===== src/rtl/mem_arbiter.sv =====
// mem_arbiter: shares one word memory between fetch (I) and load/store (D).
// Ports: clk/rst, I and D request/response handshakes, memory address/write/read.
module mem_arbiter #(
  parameter int N      = 32,
  parameter int LENGTH = 512,
  parameter int WIDTH  = 9
) (
  input  logic         clk,
  input  logic         rst,
  input  logic         i_req_valid,
  output logic         i_req_ready,
  input  logic [N-1:0] i_req_addr,
  output logic         i_resp_valid,
  input  logic         i_resp_ready,
  output logic [N-1:0] i_resp_data,
  output logic         i_resp_err,
  input  logic         d_req_valid,
  output logic         d_req_ready,
  input  logic [N-1:0] d_req_addr,
  input  logic         d_req_we,
  input  logic [N-1:0] d_req_wdata,
  output logic         d_resp_valid,
  input  logic         d_resp_ready,
  output logic [N-1:0] d_resp_data,
  output logic         d_resp_err,
  output logic [N-1:0] mem_addr,
  output logic         mem_we,
  output logic [N-1:0] mem_wdata,
  input  logic [N-1:0] mem_rdata
);

  typedef enum logic [1:0] {
    IDLE,
    ACCESS,
    RESP
  } state_t;

  typedef struct packed {
    logic         port_d;
    logic [N-1:0] addr;
    logic         we;
    logic [N-1:0] wdata;
    logic         err;
  } txn_t;

  state_t       state, state_nx;
  txn_t         txn;
  logic         last_d;
  logic [N-1:0] resp_data;
  logic         resp_err;

  logic         sel_i, sel_d, acc;
  logic [N-1:0] req_addr;
  logic         req_err;
  logic         hit;
  logic         own_i, own_d;
  logic         resp_done;

  always_comb begin
    state_nx     = state;
    sel_i        = 1'b0;
    sel_d        = 1'b0;
    i_req_ready  = 1'b0;
    d_req_ready  = 1'b0;
    acc          = 1'b0;
    req_addr     = '0;
    req_err      = 1'b0;
    hit          = 1'b0;
    mem_addr     = '0;
    mem_we       = 1'b0;
    mem_wdata    = '0;
    own_i        = 1'b0;
    own_d        = 1'b0;
    i_resp_valid = 1'b0;
    d_resp_valid = 1'b0;
    i_resp_data  = '0;
    d_resp_data  = '0;
    i_resp_err   = 1'b0;
    d_resp_err   = 1'b0;
    resp_done    = 1'b0;

    // On a tie the port granted last time loses.
    sel_i = i_req_valid & (~d_req_valid | last_d);
    sel_d = d_req_valid & (~i_req_valid | ~last_d);

    req_addr = sel_d ? d_req_addr : i_req_addr;
    req_err  = (|req_addr[1:0]) | (|req_addr[N-1:WIDTH+2]);

    hit = (state == ACCESS) & ~txn.err;
    if (hit) begin
      mem_addr  = txn.addr;
      mem_we    = txn.we;
      mem_wdata = txn.wdata;
    end

    own_i = (state == RESP) & ~txn.port_d;
    own_d = (state == RESP) & txn.port_d;
    i_resp_valid = own_i;
    d_resp_valid = own_d;
    if (own_i) begin
      i_resp_data = resp_data;
      i_resp_err  = resp_err;
    end
    if (own_d) begin
      d_resp_data = resp_data;
      d_resp_err  = resp_err;
    end
    resp_done = (own_i & i_resp_ready) | (own_d & d_resp_ready);

    unique case (state)
      IDLE: begin
        i_req_ready = sel_i;
        d_req_ready = sel_d;
        acc         = sel_i | sel_d;
        if (acc) state_nx = ACCESS;
      end
      ACCESS: state_nx = RESP;
      RESP: if (resp_done) state_nx = IDLE;
      default: state_nx = IDLE;
    endcase
  end

  always_ff @(posedge clk) begin
    if (rst) begin
      state     <= IDLE;
      txn       <= '0;
      last_d    <= 1'b1;
      resp_data <= '0;
      resp_err  <= 1'b0;
    end else begin
      state <= state_nx;
      if (acc) begin
        txn.port_d <= sel_d;
        txn.addr   <= req_addr;
        txn.we     <= sel_d & d_req_we;
        txn.wdata  <= sel_d ? d_req_wdata : '0;
        txn.err    <= req_err;
        last_d     <= sel_d;
      end
      if (state == ACCESS) begin
        resp_data <= (txn.err | txn.we) ? '0 : mem_rdata;
        resp_err  <= txn.err;
      end
    end
  end

endmodule


===== config.mk =====
export PLATFORM = sky130hd
export DESIGN_NAME = mem_arbiter
export DESIGN_NICKNAME = d
export VERILOG_FILES = /design/src/rtl/mem_arbiter.sv
export SDC_FILE = /design/constraint.sdc
export NUM_CORES = 1
export LEC_CHECK = 0
export CORE_AREA = 3 3 112 114
export CTS_CLUSTER_DIAMETER = 100
export DETAILED_ROUTE_END_ITERATION = 8
export DIE_AREA = 0 0 115 117
export GPL_TIMING_DRIVEN = 0
export PLACE_DENSITY = 0.86
export RECOVER_POWER = 100
export SYNTH_ARGS = -nofsm -noshare
export SYNTH_HDL_FRONTEND = slang
export SYNTH_SLANG_ARGS = --single-unit
export TNS_END_PERCENT = 100

===== constraint.sdc =====
create_clock -name clk -period 3.4 [get_ports clk]
set_input_delay 1.02 -clock clk [delete_from_list [all_inputs] [get_ports clk]]
set_output_delay 1.02 -clock clk [all_outputs]
set_load 0.02 [all_outputs]

==> impl_metrics.ini, run 1 <==
[run_status]
status = finished clean

[detailed_routing]
wirelength_mm = 17.7
drtIter0Drc = 343
drtPass1Iterations = 5
viasPerCell = 5.29
vias = 5384
antenna_left = 0
wire_per_inst_um = 17.4
remaining_drc_errors = 0

[global_routing]
gr-usage-all-layers_pct = 24.8
overflow = 0
use_met3_pct = 4.99
grt_pass1_wl_mm = 26.5
use_met1_pct = 29.1
antenna_found_initial = 0
grt_max_degree = 18
grt_busiest_layer = met2
use_met2_pct = 44.1
first_global_vias = 5237

[place]
pre_cts_slack_ns = -0.655
port_buffers = 267
gp_congestion = 0.894
dp_hpwl_mm = 13.8
dp_cells = 999
dpl-instance-area_um2 = 7850

[critical_path]
cp_data_arrival_time_ns = 2.28
reg2reg_slack_ns = 1.46
crit_slowest_cell = dlygate4sd3_1
path_delay_family = buffers and inverters
crit_path_start_kind = flop
crit_fanout = 10
timing.critical_path.buf_inv = 2
r2r-start = state[1]
r2r_cells = 6
cp-end-kind = output pin
max_stage_delay_ns = 0.67
path_cells = and3b_1 > clkbuf_1 > and2_1 > dlygate4sd3_1
required_ns = 2.38
r2r-end = txn[45]
critical_path_class = reg -> out

[sta]
hold_viol = 0
fin_crit_sh_pct = 97.0
slew_headroom_pct = 48.5
rsz0062_at_grt = no
maxSlewViolCount = 0
finClkSkew_ns = 0.00541
setup_viol = 0
worst_slew_pin_slew_ns = 0.765
fmax_mhz = 303
min_period_ns = 3.30
setup_ws_ns = 0.103

[synthesis]
synth_area_um2 = 4990
avgSynthCellArea_um2 = 8.48
syn_inst = 589
synth-seq-cells = 103
synth_fp_nets = 724
synth_cell_type_count = 34
ys_seq_area_share_pct = 41.3
synth_warnings = 0

[power_and_ir_drop]
ir_drop_uv = 242
leakage_uw = 0.00299
p_per_area_nw_per_um2 = 396

[layout]
layout.nets = 1004
multiInputGateArea_um2 = 2640
final_common_cell = clkdlybuf4s50_1
final_util_pct = 67.9
seqCellArea_um2 = 2060
layout_common_cells = clkdlybuf4s50_1 (190), nor2_1 (102), dfxtp_1 (102)
antenna_cells = 0
drive_gt1_share_pct = 8.70
design_area_um2 = 7820
fillers = 955
fin_cells = 1017
syn_to_final_growth_pct = 56.6

[run]
maxCapViolations = 0

[die]
start_util_pct = 43.4
rows = 39
die_h_um = 117
dieArea_um2 = 13500
core_area_um2 = 11500
io_pins = 270
chipWidth_um = 115

[clock_tree]
htreeDepth = 3
clkTransAtPathRegs_ns = 0.07
cts_made_buffers = 9
cts_tree = done
worst_skew_pair.late_latency_ns = 0.34
cts_max_path_buffers = 2
cts.sinks = 103
cts_root_buf = clkbuf_16

[hold_path]
hold_path.class = reg -> reg
min-delay-start = txn[10]
hold_end = txn[10]
holdPathStages = 2
## area by class of cell
cell class                 instances  share of cell area, %
sequential                       103                   26.4
buffer                            52                   3.39
clock inverter                     6                  0.864
inverter                           2                 0.0960
tap                              143                   2.29
multi-input combinational        432                   33.7
clock buffer                      10                   3.06
timing repair buffer             269                   30.2
## power by group
part | switching [uW] | internal, uW | total [uW] | leakage [uW]
combinational | 351 | 318 | 669 | 0.00200
sequential | 61.2 | 1300 | 1360 | 0.000845
clock | 469 | 594 | 1060 | 0.000145
## worst min-delay path, delay by kind of cell, from the launching register on
family / cells / cell delay [ns]
DFF: 1 / 0.33
AOI/OAI and AO/OA: 1 / 0.06
and+or+nand+nor: 1 / 0.07
## layer usage
layer,routed length (um),vias to the layer above,part of all wire [%]
met1,6960,2525,39
met5,0,-,0
li1,-,2581,-
met4,477,0,2.7
met2,9060,243,51
met3,1250,35,7.0
## logic make-up (layout without fill, tap and decap cells)
| logic type | after synthesis | count (layout) | synth area share, % |
|---|---|---|---|
| muxes | 2 | 2 | 0.401 |
| and+or+nand+nor | 323 | 323 | 32.5 |
| DFF | 103 | 103 | 41.3 |
| AOI/OAI and AO/OA | 107 | 107 | 19.8 |
| buffers and inverters | 54 | 339 | 5.94 |
## metrics by stage
| step | total power [uW] | hold WS (ns) | TNS, ns |
|---|---|---|---|
| 6_report | 3100 | 0.495 | 0 |
| 4_1_cts | 3140 | 0.498 | -0.00513 |
| 5_1_grt | 3220 | 0.521 | 0 |
| 3_5_place_dp | 2080 | 0.477 | -0.921 |
| 2_1_floorplan | 1750 | 0.457 | 0 |
| 3_3_place_gp | 2060 | 0.470 | -0.865 |
## worst max path at each step
stage / end / slack [ns] / cells after the start / start
6_report: d_resp_data[16] / 0.10 / 4 / txn[66]
5_1_grt: d_resp_data[7] / 0.008 / 4 / txn[66]
4_1_cts: i_resp_data[29] / -0.002 / 4 / state[1]
3_5_place_dp: d_req_ready / -0.65 / 6 / d_req_valid
3_3_place_gp: d_req_ready / -0.64 / 6 / d_req_valid
2_1_floorplan: d_req_ready / 0.63 / 5 / i_req_valid
## timing repair
action / in CTS / in global routing
hold buffers: 0 / 0
resized for setup: 10 / 55
endpoints found under the setup margin: 59 / 85
setup buffers: 2 / 0
## flip-flops by register name, summed over array words and instances (netlist names)
name       count
txn           67
resp_data     32
state          2
last_d         1
resp_err       1
## synthesized netlist by cell type
library cell	number	area, um2
a211oi_1	2	15.0
a21bo_2	1	10.0
a21boi_2	1	11.3
a21oi_1	2	10.0
a221o_1	1	10.0
a22oi_1	35	263
a22oi_2	30	375
a311oi_1	31	272
and2_1	131	820
and3b_1	1	8.76
buf_2	18	90.1
buf_4	13	97.6
buf_6	3	33.8
clkbuf_1	18	67.6
dfxtp_1	103	2060
inv_1	1	3.75
inv_2	1	3.75
mux2i_1	2	20.0
nand2_1	65	244
nand2b_1	1	6.26
nand3_1	2	10.0
nand3b_1	3	22.5
nand4_1	2	12.5
nor2_1	102	383
nor2_4	1	11.3
nor2b_1	1	6.26
nor3_1	2	10.0
nor3_4	1	16.3
nor3b_2	1	12.5
nor4_1	10	62.6
o21a_1	1	7.51
o21ai_0	1	5.00
o21ai_1	1	5.00
o22ai_1	1	6.26
(Power assumes the default switching activity.)
==> run 2: changes to the inputs <==
==> constraint.sdc (replaced) <==
create_clock -name clk -period 4.04 [get_ports clk]
set_input_delay 1.212 -clock clk [delete_from_list [all_inputs] [get_ports clk]]
set_output_delay 1.212 -clock clk [all_outputs]
set_load 0.02 [all_outputs]
==> run 2 against run 1 <==
Compared with the run above:
- critical endpoint is now d_req_ready
- combinational power decreased by 14%
- sequential share of layout area decreased by 1.1 points
- critical path depth increased by 2
- total power decreased by 15%
- die area unchanged
- largest cell class is now buffers
- via count decreased by 0.20%
- core utilization increased by 3.0 points
- global-route usage about the same
- highest routed layer unchanged
- worst hold slack got worse by 0.0053 ns
- clock skew increased by 0.0025 ns
==> impl_metrics.ini, run 2 (synthesis gave the netlist of run 1 again) <==
[critical_path]
crit_path_start_kind = input pin
r2r_cells = 5
cp_data_arrival_time_ns = 2.74
required_ns = 2.83
critical_path_class = in -> out
cp-endpoint = d_req_ready
crit_start = d_req_valid
reg2reg_slack_ns = 2.39
cp-end-kind = output pin
r2r-start = state[1]
crit_fanout = 10
r2r-end = txn[14]

[detailed_routing]
vias = 5373
remaining_drc_errors = 0
viasPerCell = 5.28
antenna_left = 0
wire_per_inst_um = 17.1
drtPass1Iterations = 5
drtIter0Drc = 318
wirelength_mm = 17.4

[global_routing]
first_global_vias = 5209
grt_pass1_wl_mm = 26.4
overflow = 0
gr-usage-all-layers_pct = 24.8
grt_max_degree = 18
antenna_found_initial = 0

[clock_tree]
cts_tree = done
worst_skew_pair.late_latency_ns = 0.35
htreeDepth = 3
hold_buffers = 0
cts_max_path_buffers = 2
cts.sinks = 103
cts_made_buffers = 9
clkTransAtPathRegs_ns = 0.07
cts_root_buf = clkbuf_16

[sta]
setup_viol = 0
fin_crit_sh_pct = 97.7
setup_ws_ns = 0.0928
finClkSkew_ns = 0.00790
hold_slack_ns = 0.490
maxSlewViolCount = 0
fmax_mhz = 253
slew_headroom_pct = 48.1
min_period_ns = 3.95
hold_viol = 0
rsz0062_at_grt = no
worst_slew_pin_slew_ns = 0.770

[die]
start_util_pct = 43.4
core_area_um2 = 11500
io_pins = 270
chipWidth_um = 115
dieArea_um2 = 13500
rows = 39
die_h_um = 117

[layout]
largestRegisters = txn: 67 flops, resp_data: 32 flops, state: 2 flops
seqCellArea_um2 = 2060
largest_register = txn
fillers = 884
final_util_pct = 70.9
multiInputGateArea_um2 = 2640
largest_reg_flops = 67
drive_gt1_share_pct = 9.38
final_common_cell = clkdlybuf4s50_1
layout.nets = 1004
antenna_cells = 0
layout_common_cells = clkdlybuf4s50_1 (134), and2_1 (131), dlygate4sd3_1 (131)
syn_to_final_growth_pct = 63.5

[run]
maxCapViolations = 0

[run_status]
status = finished clean

[place]
gp_congestion = 0.894
port_buffers = 267
pre_cts_slack_ns = -0.399
dp_hpwl_mm = 13.8

[hold_path]
holdPathStages = 2
hold_path.class = reg -> reg

[power_and_ir_drop]
leakage_uw = 0.00354
ir_drop_uv = 206
p_per_area_nw_per_um2 = 321
run 2: cell count changes in the layout (fill, tap and decap cells not counted), moves of 6 or more:
cell / delta
dlygate4sd3_1: +107
and2_1: +31
clkbuf_1: -55
clkdlybuf4s50_1: -56
buf_4: +6
and2_0: -31
run 2: area by class of cell:
class / instances / share of cell area, %
Inverter: 2 / 0.0920
Multi-Input combinational cell: 432 / 32.4
Clock inverter: 6 / 0.828
Tap cell: 143 / 2.19
Clock buffer: 10 / 2.93
Timing Repair Buffer: 269 / 32.9
Buffer: 52 / 3.45
Sequential cell: 103 / 25.3
run 2: stage by stage:
step / TNS [ns] / std cells / area [um2] / power [uW]
after detailed placement: -0.409 / 999 / 7850 / 1750
after global routing: 0 / 1017 / 8160 / 2720
after CTS: 0 / 1015 / 8160 / 2640
after floorplan: 0 / 589 / 4990 / 1470
final: 0 / 1017 / 8160 / 2620
after global placement: -0.381 / 999 / 7850 / 1730
run 2: worst max-delay path, cell delays in order:
cell	delay, ns
clkdlybuf4s50_1	0.55
a21boi_4	0.22
nand2_1	0.11
inv_2	0.15
buf_4	0.20
clkdlybuf4s15_2	0.29
run 2: how the worst min path moves through the flow:
stage,slack (ns),startpoint,endpoint
3_3_place_gp,0.47,txn[5],txn[5]
2_1_floorplan,0.46,txn[10],txn[10]
3_5_place_dp,0.48,txn[7],txn[7]
6_report,0.49,txn[7],txn[7]
5_1_grt,0.52,txn[49],txn[49]
4_1_cts,0.50,txn[65],txn[65]
run 2: metal layers:
| metal | wire length, um | global-route usage [%] |
|---|---|---|
| met3 | 1210 | 4.94 |
| met5 | 0 | 0 |
| met2 | 8760 | 43.9 |
| met4 | 527 | 10.5 |
| met1 | 6870 | 29.2 |
run 2: what timing repair did:
| item | 4_1_cts | 5_1_grt |
|---|---|---|
| buffers inserted | 0 | 2 |
| resized for setup | 5 | 0 |
| endpoints found under the setup margin | 2 | 1 |
run 2: report_power, final:
part           internal (uW)  total [uW]  switching [uW]
combinational            283         577             294
sequential              1100        1150            50.4
clock                    500         893             393
total                   1880        2620             738
